File: src/rtl/ist_encoder_if.sv
// ============================================================================
// Module   : ist_encoder_if
// Purpose  : Bundles the request and result handshakes of the instruction
//            encoder into one interface.
// Signals  :
//   Request side  : in_valid, in_ready, fmt, opcode, rd, rs1, rs2, funct3,
//                   funct7, imm
//   Result side   : out_valid, out_ready, ist_word, ist_addr, out_err
//   Error status  : err_flag, err_cnt, clr_err
// Modports :
//   slave  - the encoder itself (consumes requests, produces words)
//   master - the loader / testbench (issues requests, consumes words)
// Revision : 1.0 - initial release
// ============================================================================
`default_nettype none

interface ist_encoder_if #(
   parameter int ERR_CNT_W = 8
);
   // Request handshake and decoded fields
   logic                 in_valid;
   logic                 in_ready;
   logic [2:0]           fmt;
   logic [6:0]           opcode;
   logic [4:0]           rd;
   logic [4:0]           rs1;
   logic [4:0]           rs2;
   logic [2:0]           funct3;
   logic [6:0]           funct7;
   logic [31:0]          imm;

   // Result handshake
   logic                 out_valid;
   logic                 out_ready;
   logic [31:0]          ist_word;
   logic [31:0]          ist_addr;
   logic                 out_err;

   // Error status
   logic                 err_flag;
   logic [ERR_CNT_W-1:0] err_cnt;
   logic                 clr_err;

   modport slave (
      input  in_valid, fmt, opcode, rd, rs1, rs2, funct3, funct7, imm,
      input  out_ready, clr_err,
      output in_ready, out_valid, ist_word, ist_addr, out_err,
      output err_flag, err_cnt
   );

   modport master (
      output in_valid, fmt, opcode, rd, rs1, rs2, funct3, funct7, imm,
      output out_ready, clr_err,
      input  in_ready, out_valid, ist_word, ist_addr, out_err,
      input  err_flag, err_cnt
   );
endinterface

`default_nettype wire

File: src/rtl/ist_encoder.sv
// ============================================================================
// Module   : ist_encoder
// Purpose  : RV32 instruction encoder (inverse of the immediate generator).
//            Accepts decoded instruction fields, range-checks the immediate,
//            packs the instruction word and emits it with a sequential word
//            address through a single registered output stage.
// Ports    :
//   clk    - clock, all logic on the rising edge
//   rst_n  - synchronous active-low reset
//   bus    - ist_encoder_if.slave: request fields + in_valid/in_ready,
//            result word/address/error + out_valid/out_ready, and the
//            err_flag / err_cnt / clr_err status group
// Params   :
//   BASE_ADDR - byte address of the first emitted word
//   DEPTH     - words in the address window (power of 2, >= 2); wraps
//   ERR_CNT_W - width of the saturating error counter (must match bus)
// Revision : 1.0 - initial release
// ============================================================================
`default_nettype none

module ist_encoder #(
   parameter logic [31:0] BASE_ADDR = 32'h0000_0000,
   parameter int          DEPTH     = 1024,
   parameter int          ERR_CNT_W = 8
) (
   input  wire logic   clk,
   input  wire logic   rst_n,
   ist_encoder_if.slave bus
);

   localparam int          IDX_W   = (DEPTH > 1) ? $clog2(DEPTH) : 1;
   localparam logic [31:0] NOP     = 32'h0000_0013;

   localparam logic [2:0]  FMT_R   = 3'd0;
   localparam logic [2:0]  FMT_I   = 3'd1;
   localparam logic [2:0]  FMT_S   = 3'd2;
   localparam logic [2:0]  FMT_SB  = 3'd3;
   localparam logic [2:0]  FMT_U   = 3'd4;
   localparam logic [2:0]  FMT_UJ  = 3'd5;

   // ------------------------------------------------------------------------
   // Output stage state
   // ------------------------------------------------------------------------
   logic                 valid;
   logic [31:0]          word;
   logic [31:0]          addr;
   logic                 err_out;
   logic                 flag;
   logic [ERR_CNT_W-1:0] cnt;
   logic [IDX_W-1:0]     idx;

   logic                 in_xfer;
   logic                 out_xfer;
   logic                 ready;

   // Stage can refill whenever it is empty or its word leaves this cycle.
   assign ready    = !valid || bus.out_ready;
   assign in_xfer  = bus.in_valid && ready;
   assign out_xfer = valid && bus.out_ready;

   // ------------------------------------------------------------------------
   // Immediate range checks.
   // A two's-complement value fits in N bits when bits [31:N-1] are all
   // equal (all zeros or all ones).
   // ------------------------------------------------------------------------
   logic fits_12;
   logic fits_13;
   logic fits_21;

   assign fits_12 = (&bus.imm[31:11]) || (~|bus.imm[31:11]);
   assign fits_13 = (&bus.imm[31:12]) || (~|bus.imm[31:12]);
   assign fits_21 = (&bus.imm[31:20]) || (~|bus.imm[31:20]);

   // ------------------------------------------------------------------------
   // Field packing and error detection
   // ------------------------------------------------------------------------
   logic [31:0] packed_word;
   logic        enc_err;

   always_comb begin
      packed_word = NOP;
      enc_err     = 1'b0;
      case (bus.fmt)
         FMT_R: begin
            // R-type carries no immediate; imm is ignored entirely.
            packed_word = {bus.funct7, bus.rs2, bus.rs1, bus.funct3,
                           bus.rd, bus.opcode};
         end
         FMT_I: begin
            packed_word = {bus.imm[11:0], bus.rs1, bus.funct3,
                           bus.rd, bus.opcode};
            enc_err     = !fits_12;
         end
         FMT_S: begin
            packed_word = {bus.imm[11:5], bus.rs2, bus.rs1, bus.funct3,
                           bus.imm[4:0], bus.opcode};
            enc_err     = !fits_12;
         end
         FMT_SB: begin
            // Branch offsets are halfword aligned; bit 0 is not encodable.
            packed_word = {bus.imm[12], bus.imm[10:5], bus.rs2, bus.rs1,
                           bus.funct3, bus.imm[4:1], bus.imm[11],
                           bus.opcode};
            enc_err     = !fits_13 || bus.imm[0];
         end
         FMT_U: begin
            // Only the upper 20 bits are encodable; the low 12 must be zero.
            packed_word = {bus.imm[31:12], bus.rd, bus.opcode};
            enc_err     = |bus.imm[11:0];
         end
         FMT_UJ: begin
            packed_word = {bus.imm[20], bus.imm[10:1], bus.imm[11],
                           bus.imm[19:12], bus.rd, bus.opcode};
            enc_err     = !fits_21 || bus.imm[0];
         end
         default: begin
            packed_word = NOP;
            enc_err     = 1'b1;
         end
      endcase
   end

   // ------------------------------------------------------------------------
   // Address of the word being loaded.
   // idx counts words that have left the stage. When a new word is loaded
   // in the same cycle the held word leaves, the new word takes the next
   // slot, so the pending increment is folded in here.
   // ------------------------------------------------------------------------
   logic [IDX_W-1:0] load_idx;
   logic [31:0]      load_addr;

   assign load_idx  = idx + IDX_W'(out_xfer);
   assign load_addr = BASE_ADDR + (32'(load_idx) << 2);

   // ------------------------------------------------------------------------
   // Output register, slot counter and error status
   // ------------------------------------------------------------------------
   always_ff @(posedge clk) begin
      if (!rst_n) begin
         valid   <= 1'b0;
         word    <= 32'h0;
         addr    <= BASE_ADDR;
         err_out <= 1'b0;
         flag    <= 1'b0;
         cnt     <= '0;
         idx     <= '0;
      end else begin
         // DEPTH is a power of two, so natural overflow gives the wrap.
         if (out_xfer) begin
            idx <= idx + IDX_W'(1);
         end

         if (in_xfer) begin
            valid   <= 1'b1;
            word    <= enc_err ? NOP : packed_word;
            addr    <= load_addr;
            err_out <= enc_err;
         end else if (out_xfer) begin
            valid   <= 1'b0;
         end

         // A new error in the same cycle as clr_err restarts the count at 1.
         if (in_xfer && enc_err) begin
            flag <= 1'b1;
            if (bus.clr_err) begin
               cnt <= ERR_CNT_W'(1);
            end else if (cnt != {ERR_CNT_W{1'b1}}) begin
               cnt <= cnt + ERR_CNT_W'(1);
            end
         end else if (bus.clr_err) begin
            flag <= 1'b0;
            cnt  <= '0;
         end
      end
   end

   assign bus.in_ready  = ready;
   assign bus.out_valid = valid;
   assign bus.ist_word  = word;
   assign bus.ist_addr  = addr;
   assign bus.out_err   = err_out;
   assign bus.err_flag  = flag;
   assign bus.err_cnt   = cnt;

endmodule

`default_nettype wire
File: src/flat_wrapper.sv
// flat-port wrapper written by rule: the top's interface ports become plain ports
module ist_encoder_flat 
#(
   parameter logic [31:0] BASE_ADDR = 32'h0000_0000,
   parameter int          DEPTH     = 1024,
   parameter int          ERR_CNT_W = 8
)
  (clk, rst_n, bus_in_valid, bus_fmt, bus_opcode, bus_rd, bus_rs1, bus_rs2, bus_funct3, bus_funct7, bus_imm, bus_out_ready, bus_clr_err, bus_in_ready, bus_out_valid, bus_ist_word, bus_ist_addr, bus_out_err, bus_err_flag, bus_err_cnt);
  ist_encoder_if #(.ERR_CNT_W(ERR_CNT_W)) bus_i ();
  input  wire logic clk;
  input  wire logic rst_n;
  input wire logic [$bits(bus_i.in_valid)-1:0] bus_in_valid;
  input wire logic [$bits(bus_i.fmt)-1:0] bus_fmt;
  input wire logic [$bits(bus_i.opcode)-1:0] bus_opcode;
  input wire logic [$bits(bus_i.rd)-1:0] bus_rd;
  input wire logic [$bits(bus_i.rs1)-1:0] bus_rs1;
  input wire logic [$bits(bus_i.rs2)-1:0] bus_rs2;
  input wire logic [$bits(bus_i.funct3)-1:0] bus_funct3;
  input wire logic [$bits(bus_i.funct7)-1:0] bus_funct7;
  input wire logic [$bits(bus_i.imm)-1:0] bus_imm;
  input wire logic [$bits(bus_i.out_ready)-1:0] bus_out_ready;
  input wire logic [$bits(bus_i.clr_err)-1:0] bus_clr_err;
  output wire logic [$bits(bus_i.in_ready)-1:0] bus_in_ready;
  output wire logic [$bits(bus_i.out_valid)-1:0] bus_out_valid;
  output wire logic [$bits(bus_i.ist_word)-1:0] bus_ist_word;
  output wire logic [$bits(bus_i.ist_addr)-1:0] bus_ist_addr;
  output wire logic [$bits(bus_i.out_err)-1:0] bus_out_err;
  output wire logic [$bits(bus_i.err_flag)-1:0] bus_err_flag;
  output wire logic [$bits(bus_i.err_cnt)-1:0] bus_err_cnt;
  assign bus_i.in_valid = bus_in_valid;
  assign bus_i.fmt = bus_fmt;
  assign bus_i.opcode = bus_opcode;
  assign bus_i.rd = bus_rd;
  assign bus_i.rs1 = bus_rs1;
  assign bus_i.rs2 = bus_rs2;
  assign bus_i.funct3 = bus_funct3;
  assign bus_i.funct7 = bus_funct7;
  assign bus_i.imm = bus_imm;
  assign bus_i.out_ready = bus_out_ready;
  assign bus_i.clr_err = bus_clr_err;
  assign bus_in_ready = bus_i.in_ready;
  assign bus_out_valid = bus_i.out_valid;
  assign bus_ist_word = bus_i.ist_word;
  assign bus_ist_addr = bus_i.ist_addr;
  assign bus_out_err = bus_i.out_err;
  assign bus_err_flag = bus_i.err_flag;
  assign bus_err_cnt = bus_i.err_cnt;
  ist_encoder #(.BASE_ADDR(BASE_ADDR), .DEPTH(DEPTH), .ERR_CNT_W(ERR_CNT_W)) u_core (.clk(clk), .rst_n(rst_n), .bus(bus_i));
endmodule
File: config.mk
export PLATFORM = sky130hd
export DESIGN_NAME = ist_encoder_flat
export DESIGN_NICKNAME = d
export VERILOG_FILES = /design/src/rtl/ist_encoder_if.sv /design/src/rtl/ist_encoder.sv /design/src/flat_wrapper.sv
export SDC_FILE = /design/constraint.sdc
export NUM_CORES = 1
export LEC_CHECK = 0
export ABC_AREA = 1
export BUFFER_PORTS_ARGS = -buffer_cell sky130_fd_sc_hd__clkbuf_2
export CAP_MARGIN = 30
export CORE_AREA = 2 2 89 91
export CTS_CLUSTER_DIAMETER = 150
export DETAILED_ROUTE_END_ITERATION = 7
export DIE_AREA = 0 0 91 93
export PLACE_DENSITY = 0.84
export SYNTH_ARGS = -nofsm -noshare
export SYNTH_HDL_FRONTEND = slang
export SYNTH_SLANG_ARGS = --single-unit
File: constraint.sdc
create_clock -name clk -period 4.7 [get_ports clk]
set_clock_uncertainty 0.1 [all_clocks]
set_input_delay 0.47 -clock clk [delete_from_list [all_inputs] [get_ports clk]]
set_output_delay 0.47 -clock clk [all_outputs]
set_load 0.05 [all_outputs]
* After elaboration in Yosys (flattened, before gate mapping)
Index checks and enable logic that the tools add are counted.
** Word-level totals
- ROM bits :: 0
- Latch bits :: 0
- Logic and storage cells :: 56
- Memory bits (writable) :: 0
- Bits in registers :: 63
- Input port bits :: 72
- Memories :: 0
** Operators by class
- Divide/modulo/power cells :: 0
- Shift operators :: 0
- Equality and inequality tests :: 6
- Order comparisons :: 0
- Add/subtract/negate cells :: 3
- Muxes and demuxes :: 11
- Bitwise operators :: 0
- $mul :: 0
- Reduce and logical (&&, ||, !) cells :: 29
** Operators with widths (number)
- $pmux 32 s6 :: 1
- $mux 32 :: 1
- $mux 8 :: 4
- $reduce_or 12->1 :: 2
- $reduce_and 21->1 :: 1
- $reduce_or 21->1 :: 1
- $reduce_and 20->1 :: 1
- $reduce_or 20->1 :: 1
- $reduce_and 12->1 :: 1
- $add 10x1->10 :: 1
- $add 10x1->10 const B :: 1
- $add 8x1->8 const B :: 1
- $ne 8x8->1 const B :: 1
- $logic_not 1->1 :: 7
- $eq 3x2->1 const B :: 2
- $eq 3x3->1 const B :: 2
- $logic_or 1x1->1 :: 6
- $reduce_bool 2->1 :: 3
- $pmux 1 s5 :: 1
- $mux 1 :: 4
- $eq 3x1->1 const B :: 1
- $logic_and 1x1->1 :: 3
- $logic_not 3->1 :: 1
- $reduce_and 2->1 :: 1
- $reduce_or 2->1 :: 1

* Logic depth before layout (Yosys ltp)
Gate-level depths: netlist of the first run.
- Depth after elaboration :: 9
- Gate-level depth with buffers :: 15
- Gate-level depth less buffers :: 15

* Worst setup path before layout of the first run
No wires, ideal clock.
- Path type :: register to register
- Start :: reg u_core.valid, in the netlist u_core.bus.out_valid
- End :: reg u_core.word[2], in the netlist u_core.bus.ist_word[2]
- Arrival time :: 2.202 ns
- Setup slack :: 2.278 ns
- Stages on the path, launching flop included :: 7
- Buffers on the path :: 1
- Cell sequence :: dfxtp_1 nand2_1 nand2_1 clkinv_1 clkbuf_1 o21ai_0 nor3_2
** On the way
- Cells in the longest elaborated chain, start to end :: 3
** Ends and longest elaborated chain
- start, declared :: line ist_encoder.sv:44 : logic valid;
- start signal, assigned :: line ist_encoder.sv:140 : valid <= 1'b0;
- start signal, assigned :: line ist_encoder.sv:154 : valid <= 1'b1;
- start signal, assigned :: line ist_encoder.sv:159 : valid <= 1'b0;
- $logic_not 1->1 :: line ist_encoder.sv:57 : assign ready = !valid || bus.out_ready;
- $logic_or 1x1->1 :: line ist_encoder.sv:57
- via bus_in_ready :: line flat_wrapper.sv:23 : output wire logic [$bits(bus_i.in_ready)-1:0] bus_in_ready;
- $logic_and 1x1->1 :: line ist_encoder.sv:58 : assign in_xfer = bus.in_valid && ready;
- end signal, assigned :: line ist_encoder.sv:155 : word <= enc_err ? NOP : packed_word;
- end, declared :: line ist_encoder.sv:45 : logic [31:0] word;
The timed path passes the listed nets, and every way through them passes these cells.
A chain may end at the register's enable or synchronous reset.

* Worst setup path in the final report of the first run
- Start :: reg u_core.valid, in the netlist u_core.bus.out_valid
- End :: reg u_core.word[11], in the netlist u_core.bus.ist_word[11]
** On the way
- Cells in the longest elaborated chain, start to end :: 3
** Ends and longest elaborated chain (line)
- $logic_not 1->1 :: ist_encoder.sv:57
- $logic_or 1x1->1 :: ist_encoder.sv:57
- $logic_and 1x1->1 :: ist_encoder.sv:58
Every way passes these cells.

==> flow_metrics.tcl, run 1 <==
set metrics [dict create \
    timing.final.crit_share 0.502 \
    hold-path-endpoint "u_core.bus.ist_word[9]" \
    report.final.slew_viol_count 0 \
    synth-edff-count 0 \
    timing.rr.start "u_core.bus.out_valid" \
    critPathKind "reg -> reg" \
    wl_um 10400 \
    met2_length_um 5260 \
    wire_per_inst_um 13.7 \
    drt-vias-per-instance 5.11 \
    clk_pin_slew_ns 0.08 \
    yosys.area.top_type "dfxtp_1" \
    remaining_drc_errors 0 \
    ys_types 40 \
    ios 148 \
    ir_worst_vdd_uv 200 \
    antenna_found_initial 0 \
    start_kind "flip-flop" \
    powerDensity_nw_per_um2 315 \
    cts_hold_buf 0 \
    ys_seq_area_frac 0.344 \
    cts-root-buf "clkbuf_8" \
    max_freq_mhz 424 \
    rsz0062_at_grt "false" \
    setup_slack_ns 2.34 \
    finalPower_mw 1.41 \
    drive_above_1_share 0.263 \
    min_from "bus_imm[2]" \
    first_pass_iters 5 \
    globalplace.congestion 0.878 \
    grt_pass1_wl_um 16800 \
    maxCapViolations 0 \
    grt_usage 0.245 \
    arrival_ns 2.47 \
    m1WireLength_um 4300 \
    syn_area_per_cell_um2 6.86 \
    worstHoldPathCells 3 \
    syn_inst 535 \
    reg2reg_depth 6 \
    ff2ff_setup_slack_ns 2.34 \
    diodes 0 \
    syn_area_um2 3670 \
    cp-end-kind "flip-flop" \
    cts_tree "yes" \
    fin_tns_setup_ns 0 \
    grt_max_degree 36 \
    grt_pass1_vias 3641 \
    top_layer "met4" \
    fin_nets 730 \
    reg2reg_to "u_core.bus.ist_word[11]" \
    antenna_left 0 \
    synth_area_leaders "dfxtp_1, nand2_1, nor2_1, inv_1, buf_4" \
    synth.most_common_cell "nand2_1" \
    area_delta_synth_final_pct 21.5 \
    fp.dieH_um 93 \
    cts_buffers 9 \
    die-area_um2 8460 \
    cts_setup_buffers 0 \
    post_cts_resized 0 \
    port_buffers 125 \
    status "finished, final reports clean" \
    hold_path.class "in -> reg" \
    fin_hold_ws_ns 0.297 \
    period_minus_slack_ns 2.36 \
    synthArstFlopShare 0 \
    gr-total-overflow 0 \
    setup_viol 0 \
    clock_path_buffers 2 \
    dp_slack_ns 2.10 \
    design.core.area_um2 7530 \
    cp_max_fo 34 \
    initialDrtViolationCount 228 \
    synth_warnings 0 \
    leakage_nw 2.12 \
    initial_core_util 0.488 \
    worst_pin_slew_ns 1.02 \
    hpwlAfterDp_um 7980 \
    fp-row-count 32 \
    finalHoldViolations 0 \
    clock-sinks 63 \
    die_w_um 91 \
    synth_top_cell_area_share 0.344 \
    ys.flop_type "dfxtp_1" \
    vias 3888 \
    htree_levels 3 \
    maxSlewHeadroom 0.320 \
    synth_seq_cells 63 \
    worstSkewPairLatency_ns 0.34 \
    worstPathRequired_ns 4.81 \
    ys_top_cells_by_count "nand2_1, nor2_1, dfxtp_1" \
    met3_length_um 665 \
]
[layer usage]
layer / GRT usage / vias to the layer above
met5: 0 / -
met3: 0.0330 / 20
li1: - / 1933
met1: 0.292 / 1767
met2: 0.450 / 168
met4: 0.0922 / 0
[logic make-up (layout without fill, tap and decap cells)]
kind of cell	count (synthesis)	in the layout	synth area share
adders and majority gates	4	4	0.0136
AOI/OAI and AO/OA	96	96	0.163
muxes	4	4	0.0109
xor gates and xnor gates	11	11	0.0263
DFF	63	63	0.344
buffers and inverters	95	198	0.126
other	1	22	0.00102
and+or+nand+nor	261	261	0.315
[worst max-delay path: stages (launching register included)]
cell and delay (ns):
dfxtp_1 0.35, nand2_1 0.09, nand2_1 0.09, clkinv_1 0.75, buf_4 0.53, o21ai_0 0.24, a211oi_2 0.07
[placed cells by master, fill, tap and decap left out, types with 6 or more instances in the layout]
cell type,n
a211oi_2,6
a21oi_1,34
clkbuf_2,125
clkbuf_8,10
conb_1,22
dfxtp_1,63
inv_1,49
nand2_1,132
nand3_1,28
nor2_1,71
o211ai_1,11
o21ai_0,30
xor2_1,10
[worst max path at each step]
stage,startpoint,endpoint,cells after the start
6_report,u_core.bus.out_valid,u_core.bus.ist_word[11],6
5_1_grt,u_core.bus.out_valid,u_core.bus.ist_addr[7],8
4_1_cts,u_core.bus.out_valid,u_core.bus.ist_word[11],6
3_5_place_dp,bus_out_ready,u_core.bus.ist_word[11],8
3_3_place_gp,bus_out_ready,u_core.bus.ist_addr[7],10
2_1_floorplan,u_core.bus.out_valid,u_core.bus.ist_word[2],6
[final cells by class]
class	instances	area (µm²)
Tap cell	102	128
Multi-Input combinational cell	398	2020
Clock inverter	5	56.3
Clock buffer	11	141
Inverter	55	209
Sequential cell	63	1260
Fill cell	741	3070
Timing Repair Buffer	127	641
[metrics by stage]
stage	cell area, µm²	utilization	cells
6_report	4460	0.592	761
5_1_grt	4460	0.592	761
4_1_cts	4460	0.592	761
3_5_place_dp	4260	0.566	745
3_3_place_gp	4260	0.566	745
2_1_floorplan	3750	-	556
[flip-flops by register name, summed over array words and instances, names as in the netlist]
register and cells:
u_core.bus.ist_word 32, u_core.bus.ist_addr 10, u_core.idx 10, u_core.bus.err_cnt 8
u_core.bus.err_flag 1, u_core.bus.out_err 1, u_core.bus.out_valid 1
[power breakdown]
part	internal (mW)	switching (mW)	total, mW
registers	0.560	0.0170	0.577
clock network	0.260	0.221	0.481
logic	0.0859	0.262	0.348
total	0.906	0.500	1.41
Power figures use the tool's default switching activity.
==> inputs of run 2 (changes only) <==
CORE_AREA = 2 2 90 92   (was 2 2 89 91)
DIE_AREA = 0 0 92 94   (was 0 0 91 93)
PLACE_DENSITY = 0.82   (was 0.84)
clock period = 2.41 ns   (was 4.7 ns; I/O delays follow)
==> run 2 against run 1 <==
Compared with the run above: maximum frequency grew 25%; sequential power grew 94%; sequential cell count is the same; non-clock buffer count grew 3; via count shrank 1.3%; wire length shrank 3.0%; total power grew 100%; combinational power grew 96%; global-route usage shrank 1.2 points; worst setup slack lost 1.8 ns; core utilization is essentially flat.
==> flow_metrics.tcl, run 2 (synthesized netlist as in run 1, its figures left out) <==
set metrics [dict create \
    status "finished, final reports clean" \
    cp-end-kind "flip-flop" \
    vias 3836 \
    maxCapViolations 0 \
    setup_slack_ns 0.518 \
    htree_levels 3 \
    drt-vias-per-instance 5.02 \
    antenna_left 0 \
    cts_tree "yes" \
    largest_register_ffs 32 \
    fp-row-count 32 \
    reg2reg_depth 9 \
    cts-root-buf "clkbuf_8" \
    timing.final.crit_share 0.785 \
    max_freq_mhz 529 \
    port_buffers 125 \
    rsz0062_at_grt "false" \
    post_cts_resized 0 \
    die-area_um2 8650 \
    powerDensity_nw_per_um2 630 \
    cp.depth 9 \
    worstHoldPathCells 3 \
    crit_family "simple AND/OR/NAND/NOR gates" \
    globalplace.congestion 0.952 \
    diodes 0 \
    cts_setup_buffers 0 \
    ir_worst_vdd_uv 445 \
    worst-path-buf-inv 1 \
    remaining_drc_errors 0 \
    dp_slack_ns 0.299 \
    die_w_um 92 \
    clock_path_buffers 2 \
    cts_buffers 9 \
    setup_viol 0 \
    worstSkewPairLatency_ns 0.34 \
    gr-total-overflow 0 \
    fillers 715 \
    initial_core_util 0.482 \
    grt_pass1_wl_um 16100 \
    max_stage_delay_ns 0.37 \
    hpwlAfterDp_um 7860 \
    hold_path.class "in -> reg" \
    grt_usage 0.233 \
    area_delta_synth_final_pct 22.8 \
    wl_um 10100 \
    report.final.slew_viol_count 0 \
    start_kind "flip-flop" \
    ios 148 \
    initialDrtViolationCount 185 \
    cts_hold_buf 0 \
    arrival_ns 2.07 \
    clock-sinks 63 \
    path_cells "nand2_1 -> inv_1 -> ha_1 -> ha_1 -> nand3_1 -> nor2_1 -> nand3_1 -> xor2_1 -> a21oi_1" \
    first_pass_iters 5 \
    grt_pass1_vias 3553 \
    fp.dieH_um 94 \
    worstPathRequired_ns 2.59 \
    fin_hold_ws_ns 0.0979 \
    critPathKind "reg -> reg" \
    crit_slowest_cell "dfxtp_1" \
    post-route-util 0.592 \
    clk_pin_slew_ns 0.08 \
    layout_common_cells "nand2_1, clkbuf_2, nor2_1" \
    cp_max_fo 6 \
    finalPower_mw 2.84 \
    drive_above_1_share 0.267 \
    wire_per_inst_um 13.3 \
    fin_nets 733 \
    design.core.area_um2 7610 \
    leakage_nw 2.14 \
    antenna_found_initial 0 \
    grt_max_degree 36 \
    finalHoldViolations 0 \
    fin_tns_setup_ns 0 \
    final_common_cell "nand2_1" \
    period_minus_slack_ns 1.89 \
]
## run 2: metrics by stage
step / std cells / cell area [µm²]
6_report: 764 / 4510
5_1_grt: 764 / 4510
4_1_cts: 764 / 4510
3_5_place_dp: 748 / 4290
3_3_place_gp: 748 / 4290
2_1_floorplan: 556 / 3750
## run 2: metal layers
| layer | share of wire | track usage | routed length [µm] | up-vias |
|---|---|---|---|---|
| met5 | 0 | 0 | 0 | - |
| met4 | 0.021 | 0.103 | 217 | 0 |
| met3 | 0.067 | 0.0353 | 676 | 19 |
| met2 | 0.49 | 0.412 | 4960 | 154 |
| met1 | 0.42 | 0.281 | 4280 | 1718 |
| li1 | - | - | - | 1945 |
## run 2: final cells by class
type / instances / area (µm²) / area share
Tap cell: 102 / 128 / 0.0283
Inverter: 55 / 209 / 0.0464
Multi-Input combinational cell: 398 / 2030 / 0.449
Timing Repair Buffer: 130 / 663 / 0.147
Clock inverter: 6 / 92.6 / 0.0205
Clock buffer: 10 / 128 / 0.0283
Sequential cell: 63 / 1260 / 0.280
## run 2: worst paths after layout
check,to,start,slack [ns]
hold / removal,u_core.bus.ist_word[3],bus_opcode[3],0.1
hold reg to reg,u_core.bus.ist_word[7],u_core.bus.ist_word[7],0.36
setup / recovery,u_core.bus.ist_addr[10],u_core.bus.out_valid,0.52
setup reg to reg,u_core.bus.ist_addr[10],u_core.bus.out_valid,0.52
## run 2: power breakdown
group | total [mW] | internal, mW | switching, mW
Clock | 1.03 | 0.588 | 0.446
Sequential | 1.12 | 1.09 | 0.0318
Combinational | 0.681 | 0.171 | 0.510
Total | 2.84 | 1.85 | 0.988
## run 2: worst reg2reg max path, delay by kind of cell (launching register included)
| family | cells | cell delay, ns |
|---|---|---|
| AO/OA/AOI/OAI | 1 | 0.13 |
| XOR/XNOR | 1 | 0.15 |
| adder cells (fa/ha/maj) | 2 | 0.44 |
| buffers and inverters | 1 | 0.14 |
| flip-flops | 1 | 0.37 |
| AND/OR/NAND/NOR | 4 | 0.50 |
==> inputs of run 3 (changes only) <==
ABC_AREA = 0   (was 1)
CORE_AREA = 2 2 88 90   (was 2 2 90 92)
DIE_AREA = 0 0 90 92   (was 0 0 92 94)
clock period = 1.9 ns   (was 2.41 ns; I/O delays follow)
==> run 3 against run 2 <==
Compared with the run above: area after synthesis decreased by 5.8%; count of clock-buffer cells in the layout increased by 2; critical path depth decreased by 2; worst setup slack got worse by 0.42 ns; first-iteration DRC count unchanged; combinational power increased by 24%; sequential cell count unchanged; sequential share of layout area decreased by 0.71 points; cell count decreased by 13%; critical path type unchanged; critical endpoint is now u_core.bus.err_cnt[2]; highest routed layer unchanged.
==> flow_metrics.tcl, run 3 <==
set metrics [dict create \
    cts-root-buf "clkbuf_8" \
    ys_top_cells_by_count "dfxtp_1, nand2_1, nor2_1" \
    die_w_um 90 \
    vias 3589 \
    maxCapViolations 0 \
    wl_um 9720 \
    status "finished, final reports clean" \
    fp.dieH_um 92 \
    ios 148 \
    synth.most_common_cell "dfxtp_1" \
    ir_worst_vdd_uv 555 \
    crit_slowest_cell "dfxtp_1" \
    max_stage_delay_ns 0.34 \
    syn_area_um2 3460 \
    antenna_found_initial 0 \
    p_clk_frac 0.333 \
    start_kind "flip-flop" \
    grt_usage 0.234 \
    ys_types 53 \
    placed_area_um2 4360 \
    timing.final.crit_share 0.950 \
    power.switching_mw 1.10 \
    synth_area_leaders "dfxtp_1, buf_4, nand2_1, a22oi_1, a22oi_2" \
    largest_register_ffs 32 \
    ys.flop_type "dfxtp_1" \
    critPathKind "reg -> reg" \
    die-area_um2 8280 \
    drt-vias-per-instance 5.37 \
    layout_common_cells "clkbuf_2, dfxtp_1, buf_4" \
    period_minus_slack_ns 1.81 \
    cts_buffers 9 \
    fp-row-count 32 \
    clk_pin_slew_ns 0.07 \
    worstPathRequired_ns 2.03 \
    fin_tns_setup_ns 0 \
    finalHoldViolations 0 \
    htree_levels 3 \
    clock_path_buffers 2 \
    fin_nets 637 \
    switching_share 0.326 \
    rsz0062_at_grt "false" \
    remaining_drc_errors 0 \
    power_frac_comb 0.250 \
    report.final.slew_viol_count 0 \
    antenna_left 0 \
    syn_area_per_cell_um2 8.60 \
    cts_setup_buffers 0 \
    diodes 0 \
    finalPower_mw 3.38 \
    grt_pass1_vias 3398 \
    fin_hold_ws_ns 0.0192 \
    synth_top_cell_area_share 0.365 \
    worstSkewPairLatency_ns 0.34 \
    arrival_ns 1.93 \
    initialDrtViolationCount 185 \
    drive_above_1_share 0.406 \
    initial_core_util 0.464 \
    globalplace.congestion 0.970 \
    cp-end-kind "flip-flop" \
    port_buffers 125 \
    hold_path.class "in -> reg" \
    grt_max_degree 26 \
    synth_warnings 0 \
    fillers 648 \
    leakage_nw 2.10 \
    cts_tree "yes" \
    crit_top_cell "and3_1" \
    ys_seq_area_frac 0.365 \
    p_seq_frac 0.416 \
    post-route-util 0.624 \
    synth_seq_cells 63 \
    final_common_cell "clkbuf_2" \
    hpwlAfterDp_um 7510 \
    crit_family "simple AND/OR/NAND/NOR gates" \
    gr-total-overflow 0 \
    syn_inst 402 \
    placed_cells 645 \
    cp_max_fo 6 \
    synthArstFlopShare 0 \
    design.core.area_um2 7450 \
    max_freq_mhz 554 \
    clock-sinks 63 \
    final_cells 668 \
    powerDensity_nw_per_um2 728 \
    grt_pass1_wl_um 15800 \
    area_delta_synth_final_pct 34.4 \
    yosys.area.top_type "dfxtp_1" \
    finalInstanceArea_um2 4650 \
    path_cells "and3_1 -> and3_1 -> nand3_1 -> nand2_1 -> a21oi_4 -> a21oi_1 -> a31o_2" \
    setup_viol 0 \
    internal_power_mw 2.28 \
    first_pass_iters 6 \
    dp_slack_ns -0.215 \
    worst-path-buf-inv 0 \
    wire_per_inst_um 14.6 \
    setup_slack_ns 0.0943 \
    synth-edff-count 0 \
]
-- run 3: cell types whose count changed in the layout (fill, tap and decap cells not counted), sizes merged, moves of 10 or more --
cell,change
a21oi,-19
nand2,-96
buf,+39
nor2,-39
inv,-51
o211ai,-11
nand3,-18
o21ai,-17
a22oi,+31
or3,+10
-- run 3: area by class of cell --
class | count | area, µm² | share of cell area
clock inverters | 4 | 45.0 | 0.00969
repair buffers | 176 | 1030 | 0.221
well taps | 102 | 128 | 0.0275
inverters | 5 | 18.8 | 0.00404
multi-input cells | 306 | 2020 | 0.434
clock buffers | 12 | 145 | 0.0312
flip-flops and latches | 63 | 1270 | 0.273
-- run 3: worst reg2reg max path, stage by stage, from the launching register on --
cell,delay (ns)
dfxtp_1,0.34
and3_1,0.21
and3_1,0.21
nand3_1,0.20
nand2_1,0.13
a21oi_4,0.21
a21oi_1,0.09
a31o_2,0.21
-- run 3: power by group through the flow --
stage	clock (mW)	sequential [mW]	combinational, mW
3_3_place_gp	0	1.44	0.806
2_1_floorplan	0	1.62	0.413
4_1_cts	1.14	1.41	0.836
5_1_grt	1.20	1.41	0.899
6_report	1.13	1.41	0.847
3_5_place_dp	0	1.44	0.823
-- run 3: repair_timing --
action,in CTS,in global routing
endpoints found under the hold margin,7,0
hold buffers,7,0
gates resized for setup,0,5
setup endpoints to repair,0,4
-- run 3: path summary, 6_finish.rpt --
kind,startpoint,to,slack (ns),cells after the start
worst max-delay path,u_core.bus.err_cnt[4],u_core.bus.err_cnt[2],0.09,7
worst min-delay path,bus_opcode[1],u_core.bus.ist_word[1],0.02,3
worst min register to register,u_core.bus.ist_word[6],u_core.bus.ist_word[6],0.37,2
worst max register to register,u_core.bus.err_cnt[4],u_core.bus.err_cnt[2],0.09,7
-- run 3: metal layers --
layer  share of wire  global-route usage
met5               0                   0
met4           0.025              0.0949
met3           0.071              0.0657
met2            0.48               0.397
met1            0.43               0.280
-- run 3: kinds of logic (layout without fill, tap and decap cells) --
logic type	after synthesis	after routing	share of synthesized area
flip-flops	63	63	0.365
AO/OA/AOI/OAI	111	111	0.250
buffers and inverters	54	197	0.0926
multiplexers	13	13	0.0391
XOR/XNOR	12	12	0.0304
adder cells (fa/ha/maj)	4	4	0.0145
AND/OR/NAND/NOR	144	144	0.208
other	1	22	0.00108
